[src/rtl/gb_initiator_if.sv]
// Command/response streams plus ghostbus signals of the ghostbus host.
// The master modport is the host's view; slave is the view of the command source and the bus.
interface gb_initiator_if #(
    parameter int AW = 24,
    parameter int DW = 32,
    parameter int LW = 8
);
    logic          cmd_valid;
    logic          cmd_ready;
    logic          cmd_we;
    logic [AW-1:0] cmd_addr;
    logic [DW-1:0] cmd_wdata;
    logic [LW-1:0] cmd_len;
    logic          rsp_valid;
    logic          rsp_ready;
    logic [DW-1:0] rsp_rdata;
    logic          rsp_last;
    logic          busy;
    logic [AW-1:0] gb_addr;
    logic [DW-1:0] gb_wdata;
    logic          gb_wen;
    logic [DW-1:0] gb_rdata;

    modport master (
        input  cmd_valid, cmd_we, cmd_addr, cmd_wdata, cmd_len, rsp_ready, gb_rdata,
        output cmd_ready, rsp_valid, rsp_rdata, rsp_last, busy, gb_addr, gb_wdata, gb_wen
    );

    modport slave (
        output cmd_valid, cmd_we, cmd_addr, cmd_wdata, cmd_len, rsp_ready, gb_rdata,
        input  cmd_ready, rsp_valid, rsp_rdata, rsp_last, busy, gb_addr, gb_wdata, gb_wen
    );
endinterface

[src/rtl/gb_initiator.sv]
// Ghostbus host: turns a valid/ready command stream into single writes or
// auto-incrementing read bursts, returning read data on a valid/ready response stream.
module gb_initiator #(
    parameter int AW     = 24,
    parameter int DW     = 32,
    parameter int RD_LAT = 2,   // legal 1..15
    parameter int LW     = 8
) (
    input  logic          gb_clk,
    input  logic          gb_rst,
    gb_initiator_if.master bus,
    output logic [1:0]    state_dbg
);
    // Handshakes: a transfer happens on the rising gb_clk edge where valid and
    // ready are both high; valid and its payload are held until that edge.

    typedef enum logic [1:0] {
        IDLE  = 2'd0,
        WRITE = 2'd1,
        RWAIT = 2'd2,
        RESP  = 2'd3
    } state_t;

    localparam logic [3:0] WAIT_INIT = 4'(RD_LAT - 1);

    state_t        state;
    logic [LW-1:0] beat_cnt;
    logic [3:0]    wait_cnt;

    always_ff @(posedge gb_clk or posedge gb_rst) begin
        if (gb_rst) begin
            state         <= IDLE;
            beat_cnt      <= '0;
            wait_cnt      <= '0;
            bus.gb_addr   <= '0;
            bus.gb_wdata  <= '0;
            bus.gb_wen    <= 1'b0;
            bus.rsp_valid <= 1'b0;
            bus.rsp_rdata <= '0;
            bus.rsp_last  <= 1'b0;
        end else begin
            case (state)
                IDLE: begin
                    if (bus.cmd_valid) begin
                        bus.gb_addr <= bus.cmd_addr;
                        beat_cnt    <= bus.cmd_len;
                        if (bus.cmd_we) begin
                            bus.gb_wdata <= bus.cmd_wdata;
                            bus.gb_wen   <= 1'b1;
                            state        <= WRITE;
                        end else begin
                            wait_cnt <= WAIT_INIT;
                            state    <= RWAIT;
                        end
                    end
                end
                WRITE: begin
                    bus.gb_wen <= 1'b0;
                    state      <= IDLE;
                end
                RWAIT: begin
                    // gb_rdata is sampled RD_LAT edges after gb_addr moved
                    if (wait_cnt != 4'd0) begin
                        wait_cnt <= wait_cnt - 4'd1;
                    end else begin
                        bus.rsp_rdata <= bus.gb_rdata;
                        bus.rsp_valid <= 1'b1;
                        bus.rsp_last  <= (beat_cnt == '0);
                        state         <= RESP;
                    end
                end
                RESP: begin
                    if (bus.rsp_ready) begin
                        bus.rsp_valid <= 1'b0;
                        if (bus.rsp_last) begin
                            state <= IDLE;
                        end else begin
                            bus.gb_addr <= bus.gb_addr + AW'(1);
                            beat_cnt    <= beat_cnt - LW'(1);
                            wait_cnt    <= WAIT_INIT;
                            state       <= RWAIT;
                        end
                    end
                end
                default: state <= IDLE;
            endcase
        end
    end

    // cmd_ready drops the moment reset asserts, not on the next edge
    assign bus.cmd_ready = (state == IDLE) && !gb_rst;
    assign bus.busy      = (state != IDLE);
    assign state_dbg     = state;
endmodule
[src/flat_wrapper.sv]
// flat-port wrapper written by rule: the top's interface ports become plain ports
module gb_initiator_flat 
#(
    parameter int AW     = 24,
    parameter int DW     = 32,
    parameter int RD_LAT = 2,                 
    parameter int LW     = 8
)
  (gb_clk, gb_rst, state_dbg, bus_cmd_valid, bus_cmd_we, bus_cmd_addr, bus_cmd_wdata, bus_cmd_len, bus_rsp_ready, bus_gb_rdata, bus_cmd_ready, bus_rsp_valid, bus_rsp_rdata, bus_rsp_last, bus_busy, bus_gb_addr, bus_gb_wdata, bus_gb_wen);
  gb_initiator_if #(.AW(AW), .DW(DW), .LW(LW)) bus_i ();
  input  logic gb_clk;
  input  logic gb_rst;
  output logic [1:0] state_dbg;
  input wire logic [$bits(bus_i.cmd_valid)-1:0] bus_cmd_valid;
  input wire logic [$bits(bus_i.cmd_we)-1:0] bus_cmd_we;
  input wire logic [$bits(bus_i.cmd_addr)-1:0] bus_cmd_addr;
  input wire logic [$bits(bus_i.cmd_wdata)-1:0] bus_cmd_wdata;
  input wire logic [$bits(bus_i.cmd_len)-1:0] bus_cmd_len;
  input wire logic [$bits(bus_i.rsp_ready)-1:0] bus_rsp_ready;
  input wire logic [$bits(bus_i.gb_rdata)-1:0] bus_gb_rdata;
  output wire logic [$bits(bus_i.cmd_ready)-1:0] bus_cmd_ready;
  output wire logic [$bits(bus_i.rsp_valid)-1:0] bus_rsp_valid;
  output wire logic [$bits(bus_i.rsp_rdata)-1:0] bus_rsp_rdata;
  output wire logic [$bits(bus_i.rsp_last)-1:0] bus_rsp_last;
  output wire logic [$bits(bus_i.busy)-1:0] bus_busy;
  output wire logic [$bits(bus_i.gb_addr)-1:0] bus_gb_addr;
  output wire logic [$bits(bus_i.gb_wdata)-1:0] bus_gb_wdata;
  output wire logic [$bits(bus_i.gb_wen)-1:0] bus_gb_wen;
  assign bus_i.cmd_valid = bus_cmd_valid;
  assign bus_i.cmd_we = bus_cmd_we;
  assign bus_i.cmd_addr = bus_cmd_addr;
  assign bus_i.cmd_wdata = bus_cmd_wdata;
  assign bus_i.cmd_len = bus_cmd_len;
  assign bus_i.rsp_ready = bus_rsp_ready;
  assign bus_i.gb_rdata = bus_gb_rdata;
  assign bus_cmd_ready = bus_i.cmd_ready;
  assign bus_rsp_valid = bus_i.rsp_valid;
  assign bus_rsp_rdata = bus_i.rsp_rdata;
  assign bus_rsp_last = bus_i.rsp_last;
  assign bus_busy = bus_i.busy;
  assign bus_gb_addr = bus_i.gb_addr;
  assign bus_gb_wdata = bus_i.gb_wdata;
  assign bus_gb_wen = bus_i.gb_wen;
  gb_initiator #(.AW(AW), .DW(DW), .RD_LAT(RD_LAT), .LW(LW)) u_core (.gb_clk(gb_clk), .gb_rst(gb_rst), .bus(bus_i), .state_dbg(state_dbg));
endmodule
[config.mk]
export PLATFORM = sky130hd
export DESIGN_NAME = gb_initiator_flat
export DESIGN_NICKNAME = d
export VERILOG_FILES = /design/src/rtl/gb_initiator_if.sv /design/src/rtl/gb_initiator.sv /design/src/flat_wrapper.sv
export SDC_FILE = /design/constraint.sdc
export NUM_CORES = 1
export LEC_CHECK = 0
export BUFFER_PORTS_ARGS = -buffer_cell sky130_fd_sc_hd__buf_4
export CAP_MARGIN = 20
export CORE_MARGIN = 2
export CORE_UTILIZATION = 40
export CTS_CLUSTER_SIZE = 8
export DETAILED_ROUTE_END_ITERATION = 10
export GPL_TIMING_DRIVEN = 0
export PLACE_DENSITY_LB_ADDON = 0.15
export SYNTH_ARGS = -nofsm -noshare
export SYNTH_HDL_FRONTEND = slang
export SYNTH_SLANG_ARGS = --single-unit
[constraint.sdc]
create_clock -name gb_clk -period 6.7 [get_ports gb_clk]
set_clock_uncertainty 0.05 [all_clocks]
set_input_delay 0 -clock gb_clk [delete_from_list [all_inputs] [get_ports gb_clk]]
set_output_delay 0 -clock gb_clk [all_outputs]
set_load 0.02 [all_outputs]
After elaboration in Yosys (flattened, before gate mapping)
Index checks and enable logic that the tools add are counted.
{ "op_classes": {"addsub": 3, "eq_ne": 10, "mux": 26, "bitwise": 1, "n_reduce_logical": 17} }
{ "op_table": {"columns": ["cell", "n"], "rows": [
  ["$mux W24", 3],
  ["$pmux W24 S2", 1],
  ["$add A24 B1 Y24 const B", 1],
  ["$mux W8", 3],
  ["$mux W4", 5],
  ["$pmux W8 S2", 1],
  ["$ne A2 B2 Y1 const B", 6],
  ["$pmux W4 S3", 1],
  ["$reduce_and A3 Y1", 4],
  ["$mux W2", 5],
  ["$logic_not A8 Y1", 1],
  ["$pmux W2 S4", 1],
  ["$reduce_bool A2 Y1", 4],
  ["$sub A8 B1 Y8 const B", 1],
  ["$reduce_and A6 Y1", 1],
  ["$eq A2 B2 Y1 const B", 2],
  ["$mux W1", 4],
  ["$pmux W1 S2", 2],
  ["$reduce_and A4 Y1", 1],
  ["$reduce_bool A4 Y1", 1],
  ["$sub A4 B1 Y4 const B", 1],
  ["$reduce_bool A3 Y1", 1],
  ["$eq A2 B1 Y1 const B", 1],
  ["$logic_not A2 Y1", 1],
  ["other kinds (5)", 5]
]} }
{ "totals": {"register_bits": 105, "input_bits": 101, "out_inout_bits": 95, "wordCells": 66} }

Depth between registers and ports, before layout
Gate-level depths: netlist of run 1.
{ "depth": {"ltp_word": 4, "ltp_mapped": 7, "ltp_nobuf": 6} }

Worst setup path before layout of run 1
Ideal clock, no wire load.
{ "synth_path": {"path_kind": "reg2reg", "startpoint": "reg u_core.bus.gb_addr[0]", "endpoint": "reg u_core.bus.gb_addr[18]", "setup_time_ns": 0.080, "arrival_ns": 1.927, "required_time_ns": 6.570, "path_slack_ns": 4.644, "path_stages_with_launch": 7, "path_buffers": 0, "period_less_slack_ns": 2.056, "path_cell_list": "dfrtp_1 -> ha_1 -> and4_4 -> nand3_4 -> or4_4 -> a21oi_2 -> a2bb2oi_1"} }
{ "synth_via": {"elab_chain_cells": 4} }
{ "synth_rtl": {"columns": ["item", "line", "rtl"], "rows": [
  ["start: declaration", "gb_initiator_if.sv:26", "output cmd_ready, rsp_valid, rsp_rdata, rsp_last, busy, gb_addr, gb_wdata, gb_wen"],
  ["start signal: assignment", "gb_initiator.sv:45", "bus.gb_addr <= bus.cmd_addr;"],
  ["start signal: assignment", "gb_initiator.sv:78", "bus.gb_addr <= bus.gb_addr + AW'(1);"],
  ["$add A24 B1 Y24", "gb_initiator.sv:78", null],
  ["$mux W24", "gb_initiator.sv:75", "if (bus.rsp_last) begin"],
  ["$mux W24", "gb_initiator.sv:73", "if (bus.rsp_ready) begin"],
  ["$pmux W24 S2", "gb_initiator.sv:42", "case (state)"]
]} }
No other way between the ends. The select of a mux whose other input is x is not followed.
A chain may end at the register's enable or synchronous reset.

Final worst setup path of run 1
{ "layout_path": {"startpoint": "reg u_core.state[0] (netlist: u_core.state_dbg[0])", "endpoint": "reg u_core.bus.gb_addr[6]"} }
{ "layout_via": {"elab_chain_cells": 3, "word_cells_on_any_way": 8, "classes_between": "4 x eq/ne; 1 x mux; 3 x reduce/logical"} }
{ "layout_rtl": {"columns": ["item", "line", "rtl"], "rows": [
  ["start: declaration", "gb_initiator.sv:26", "state_t state;"],
  ["start signal: assignment", "gb_initiator.sv:32", "state <= IDLE;"],
  ["start signal: assignment", "gb_initiator.sv:50", "state <= WRITE;"],
  ["start signal: assignment", "gb_initiator.sv:53", "state <= RWAIT;"],
  ["$eq A2 B2 Y1 / $logic_not A2 Y1 (equally long branches)", "gb_initiator.sv:42", null],
  ["$ne A2 B2 Y1 (no source line) / $reduce_bool A2 Y1 (equally long branches)", null, null],
  ["$reduce_and A4 Y1 (no source line)", null, null]
]} }
Parallel ways exist; a longest one is shown, timed or not.

==> results.json, run 1 <==
{
  "port_buffers": 195,
  "ys_types": 50,
  "pwr-share-comb_pct": 48.6,
  "max_freq_mhz": 390.1,
  "power_density_nw_per_um2": 420.1,
  "layout_commonest_cell": "buf_4",
  "antenna_found_initial": 0,
  "r2r_start": "u_core.state_dbg[0]",
  "rsz0062_at_grt": "no",
  "slew_headroom_pct": 39.49,
  "total_power_w": 0.003277,
  "globalRouteOverflowTotal": 0,
  "setup_tns_ns": 0,
  "ant_nets": 0,
  "pwr-share-clk_pct": 15.6,
  "yosysSeqAreaShare_pct": 53.61,
  "grt_pass1_wl_mm": 23.85,
  "fp.dieH_um": 114.7,
  "layout_common_cells": "199 x buf_4, 105 x dfrtp_1, 94 x dlygate4sd3_1, 65 x mux2_2, 39 x a21oi_1",
  "layout-drive-gt1-share_pct": 40.05,
  "slew_violations": 0,
  "cts_max_path_buffers": 2,
  "syn_area_per_cell_sq_um": 11.19,
  "critPathKind": "flop to flop",
  "fp.dieArea_sq_um": 13150,
  "synth_nets": 543,
  "n_fill_cell": 927,
  "diodes": 0,
  "gp_congestion": 0.8575,
  "fp.dieW_um": 114.7,
  "core_area_sq_um": 11960,
  "crit_required_ns": 6.89,
  "status": "finished clean",
  "synth_edf_count": 0,
  "drcViolationCount": 0,
  "worstRegToRegCells": 5,
  "whs_path_depth": 4,
  "tightestPinTransition_ns": 0.9057,
  "finalSetupViolations": 0,
  "hpwl_mm": 10.20,
  "switchingPower_w": 0.001343,
  "crit_path_start_kind": "flop",
  "hp-start": "bus_cmd_addr[16]",
  "seqPwrFrac_pct": 35.9,
  "numCtsBuffers": 9,
  "clk_pin_slew_ns": 0.08,
  "grt_max_degree": 55,
  "grtUsageTotal_pct": 23.29,
  "htreeDepth": 3,
  "drt_iter0_drc": 379,
  "crit_path_end_kind": "flop",
  "final_nets": 844,
  "wl_per_cell_um": 17.16,
  "synth_cells": 438,
  "ir_drop_mv": 0.2580,
  "fin_crit_sh_pct": 38.26,
  "areaGrowthSynthToFinish_pct": 59.13,
  "ys_warn_count": 0,
  "grt_pass1_vias": 4713,
  "postCtsResizedCells": 0,
  "clock-sinks": 105,
  "vias": 4696,
  "cts-root-buf": "clkbuf_16",
  "min_path_type": "input port to flop",
  "synth.cell_area_sq_um": 4901,
  "hold_violations": 0,
  "path_max_fanout": 10,
  "cts_tree": "done",
  "synthArstFlopShare_pct": 100.0,
  "critPathArrivalTime_ns": 2.75,
  "switching_share_pct": 40.99,
  "core.rowCount": 40,
  "ys_seq_elements": 105,
  "initial_utilization_pct": 40.97,
  "drv_cap": 0,
  "viasPerCell": 5.270,
  "period_needed_ns": 2.563,
  "cp-startpoint": "u_core.state_dbg[0]",
  "p_int_w": 0.001933,
  "synthFlopType": "dfrtp_1",
  "wirelength_mm": 15.29,
  "timing.hold.ws_ns": 0.01268,
  "clock_latency_ns": 0.35,
  "io_pins": 196,
  "drt_first_pass_iters": 4,
  "p_leak_nw": 3.527
}
==> final cells by class <==
class                   instances  area, sq um  area share, %
plain buffers                  27        127.6          1.636
repair buffers                290         2432          31.19
multi-input cells             296         2108          27.03
clock buffers                  10        229.0          2.936
well taps                     147        183.9          2.358
flip-flops and latches        105         2628          33.69
inverters                      10        40.04         0.5134
clock inverters                 6        50.05         0.6417
==> flip-flops by register name, summed over array words and instances (netlist names) <==
name and count:
u_core.bus.gb_wdata 32, u_core.bus.rsp_rdata 32, u_core.bus.gb_addr 24, u_core.beat_cnt 8, u_core.wait_cnt 4, u_core.state_dbg 2, u_core.bus.gb_wen 1, u_core.bus.rsp_last 1
u_core.bus.rsp_valid 1
==> cells in the mapped netlist (2+ instances only) <==
cell	count	share of area, %
dfrtp_1	105	54
mux2_2	65	15
a21oi_1	39	4.0
nor2_1	25	1.9
o21ai_0	22	2.2
nand2_1	20	1.5
nor3_1	17	1.7
nand3_1	13	1.3
clkbuf_1	11	0.84
inv_1	10	0.77
buf_2	9	0.92
or3_1	9	1.1
a31oi_1	6	0.77
and3_1	5	0.64
o22a_1	5	0.89
o22ai_1	5	0.64
buf_4	4	0.61
ha_1	4	1.0
mux2i_1	4	0.82
nand2b_1	4	0.51
nor3b_1	4	0.61
o32ai_1	4	0.71
a211oi_1	3	0.46
a311oi_1	3	0.54
buf_1	3	0.23
nand4_1	3	0.38
nor4_1	3	0.38
o2bb2ai_1	3	0.54
and2_1	2	0.26
and4_1	2	0.36
nand3_4	2	0.71
nand3b_1	2	0.31
nor2b_1	2	0.26
o211ai_1	2	0.31
o31ai_1	2	0.31
or2_2	2	0.26
==> logic make-up (layout without fill, tap and decap cells) <==
kind of cell | count (synthesis) | after routing | share of synthesized area [%]
AO/OA/AOI/OAI | 103 | 103 | 12.94
adder cells (fa/ha/maj) | 4 | 4 | 1.021
flip-flops | 105 | 105 | 53.61
multiplexers | 69 | 69 | 15.75
buffers and inverters | 37 | 343 | 3.370
AND/OR/NAND/NOR | 120 | 120 | 13.30
==> critical path, stage by stage, from the launching register on <==
cell,delay (ns)
dfrtp_1,0.46
nor3b_1,0.76
nor2_1,0.29
buf_2,0.29
clkbuf_1,0.30
o22a_1,0.29
==> metrics by stage <==
stage               util [%]  std cells  setup WS (ns)  area, sq um
global placement       54.75        780          2.547         6549
detailed placement     55.00        781          4.083         6579
CTS                    65.20        891          4.047         7799
finish                 65.20        891          4.137         7799
floorplan                  -        438          3.889         4901
global route           65.20        891          3.825         7799
==> path summary, 6_finish.rpt <==
path | to | slack (ns)
max in group asynchronous | u_core.bus.gb_addr[2] | 5.61
hold / removal | u_core.bus.gb_addr[16] | 0.01
setup / recovery | u_core.bus.gb_addr[6] | 4.14
hold reg to reg | u_core.bus.rsp_last | 0.45
min in group asynchronous | u_core.bus.gb_wdata[26] | 0.28
setup reg to reg | u_core.bus.gb_addr[6] | 4.14
==> repair_timing <==
item,CTS,global route
setup buffers,0,0
hold buffers,94,0
hold endpoints to repair,145,0
endpoints found under the setup margin,0,0
==> routing by layer <==
layer	global-route usage, %	share of wire (%)
met1	28.83	41
met2	39.68	51
met3	5.029	6.6
met4	9.317	2.0
met5	0	0
==> power by group through the flow <==
stage                     sequential (W)  clock, W  combinational [W]
after floorplan                  0.00145         0           0.000594
after global placement           0.00115         0            0.00151
after detailed placement         0.00117         0            0.00154
after CTS                        0.00117  0.000525            0.00159
after global routing             0.00121  0.000554            0.00171
final                            0.00117  0.000510            0.00159
Note: power is estimated with default switching activity, not from simulation.
==> run 2: changes to the inputs <==
==> constraint.sdc (replaced) <==
create_clock -name gb_clk -period 2.55 [get_ports gb_clk]
set_clock_uncertainty 0.05 [all_clocks]
set_input_delay 0 -clock gb_clk [delete_from_list [all_inputs] [get_ports gb_clk]]
set_output_delay 0 -clock gb_clk [all_outputs]
set_load 0.02 [all_outputs]
==> run 2 against run 1 <==
Compared with the run above: sequential share of layout area shrank 0.19 points; sequential power grew to 2.6 times the previous value; clock power grew to 2.7 times the previous value; register-to-register slack lost 3.9 ns; clock-buffer cell count is the same; final cell count grew 0.11%; final area grew 0.58%; flip-flop and latch count is the same; critical path type unchanged; critical endpoint is now u_core.bus.rsp_last.
==> results.json, run 2 (synthesis gave the netlist of run 1 again) <==
{
  "drcViolationCount": 0,
  "initial_utilization_pct": 40.97,
  "clock-sinks": 105,
  "crit_path_end_kind": "flop",
  "regArea_sq_um": 2628,
  "wirelength_mm": 15.18,
  "htreeDepth": 3,
  "ir_drop_mv": 0.8028,
  "core.rowCount": 40,
  "p_leak_nw": 3.543,
  "drt_iter0_drc": 266,
  "slew_violations": 0,
  "clock_latency_ns": 0.35,
  "vias": 4726,
  "grt_max_degree": 37,
  "layout_commonest_cell": "buf_4",
  "clk_pin_slew_ns": 0.07,
  "final_nets": 846,
  "cts_max_path_buffers": 2,
  "n_fill_cell": 919,
  "grt_pass1_vias": 4891,
  "fin_crit_sh_pct": 89.63,
  "port_buffers": 195,
  "r2r_start": "u_core.wait_cnt[0]",
  "crit_required_ns": 2.74,
  "setup_tns_ns": 0,
  "drt_first_pass_iters": 4,
  "drv_cap": 0,
  "critPathKind": "flop to flop",
  "cp-startpoint": "u_core.wait_cnt[0]",
  "path_max_fanout": 10,
  "fp.dieW_um": 114.7,
  "grtUsageTotal_pct": 23.17,
  "wl_per_cell_um": 17.02,
  "status": "finished clean",
  "cts-root-buf": "clkbuf_16",
  "finalSetupViolations": 0,
  "fp.dieH_um": 114.7,
  "globalRouteOverflowTotal": 0,
  "period_needed_ns": 2.286,
  "post_cts_buffers": 0,
  "slew_headroom_pct": 41.20,
  "critPathCapture": "u_core.bus.rsp_last",
  "critPathArrivalTime_ns": 2.48,
  "diodes": 0,
  "hold_violations": 0,
  "layout-drive-gt1-share_pct": 40.27,
  "numCtsBuffers": 9,
  "layout_common_cells": "199 x buf_4, 105 x dfrtp_1, 95 x dlygate4sd3_1, 65 x mux2_2, 39 x a21oi_1",
  "power_density_nw_per_um2": 1102,
  "multi_input_area_sq_um": 2113,
  "hpwl_mm": 10.23,
  "final_util_pct": 65.58,
  "tightestPinTransition_ns": 0.8802,
  "min_path_type": "input port to flop",
  "cts_tree": "done",
  "areaGrowthSynthToFinish_pct": 60.05,
  "reg2reg_to": "u_core.bus.rsp_last",
  "ant_nets": 0,
  "core_area_sq_um": 11960,
  "timing.hold.ws_ns": 0.01953,
  "fp.dieArea_sq_um": 13150,
  "r2r_slack_ns": 0.26,
  "grt_pass1_wl_mm": 23.85,
  "worstRegToRegCells": 6,
  "io_pins": 196,
  "max_freq_mhz": 437.5,
  "rsz0062_at_grt": "no",
  "reg_top3": "u_core.bus.gb_wdata x32, u_core.bus.rsp_rdata x32, u_core.bus.gb_addr x24",
  "crit_path_start_kind": "flop",
  "gp_congestion": 0.8523,
  "viasPerCell": 5.298,
  "antenna_found_initial": 0
}
-- run 2: cell count changes in the layout (fill, tap and decap cells not counted), sizes merged --
cell	change
clkinvlp	+1
bufinv	+1
dlygate4sd3	+1
clkinv	+1
inv	-4
buf	+1
-- run 2: what timing repair did --
| action | 4_1_cts | 5_1_grt |
|---|---|---|
| gates resized for setup | 1 | 0 |
| hold endpoints to repair | 127 | 0 |
| setup endpoints to repair | 5 | 0 |
| hold buffers | 95 | 0 |
-- run 2: routing by layer --
metal	wire length [um]	vias up	global-route usage, %	share of wire [%]
met1	6048	2290	27.85	40
met3	1046	30	5.664	6.9
met2	7709	196	39.96	51
met4	374	0	9.237	2.5
li1	-	2210	-	-
met5	0	-	0	0
-- run 2: per-stage QoR --
stage | power [W] | worst slack, ns | instance area (sq um) | instances
after detailed placement | 0.007137 | -0.09683 | 6593 | 782
after floorplan | 0.005377 | 0.4936 | 4905 | 438
final | 0.008646 | 0.2644 | 7844 | 892
after global routing | 0.009175 | 0.1281 | 7844 | 892
after CTS | 0.008680 | 0.2505 | 7844 | 892
after global placement | 0.006993 | -0.05630 | 6553 | 780
-- run 2: cell type report --
cell class	instances	area share [%]
well taps	147	2.345
inverters	10	0.5264
repair buffers	292	31.30
clock buffers	10	3.047
plain buffers	27	1.627
clock inverters	5	0.7178
flip-flops and latches	105	33.50
multi-input cells	296	26.94
-- run 2: worst min-delay path by stage --
stage | depth (start not counted) | to | from | slack, ns
after CTS | 4 | u_core.beat_cnt[7] | bus_cmd_len[7] | 0.003
after global placement | 2 | u_core.state_dbg[1] | bus_rsp_ready | 0.17
after global routing | 4 | u_core.beat_cnt[7] | bus_cmd_len[7] | 0.02
after detailed placement | 2 | u_core.bus.gb_wdata[23] | gb_rst | 0.18
final | 4 | u_core.beat_cnt[7] | bus_cmd_len[7] | 0.02
after floorplan | 1 | bus_cmd_ready | gb_rst | 0.03
-- run 2: worst max-delay path, stage by stage (launching register included) --
cell and delay (ns):
dfrtp_1 0.38, inv_1 0.09, ha_1 0.19, nor3b_1 0.44, nand3b_1 0.39, buf_2 0.32, o41ai_1 0.33
-- run 2: power breakdown --
part | switching, W | internal (W)
logic | 0.00221 | 0.00196
registers | 0.000635 | 0.00244
clock network | 0.000618 | 0.000781
total | 0.00346 | 0.00519
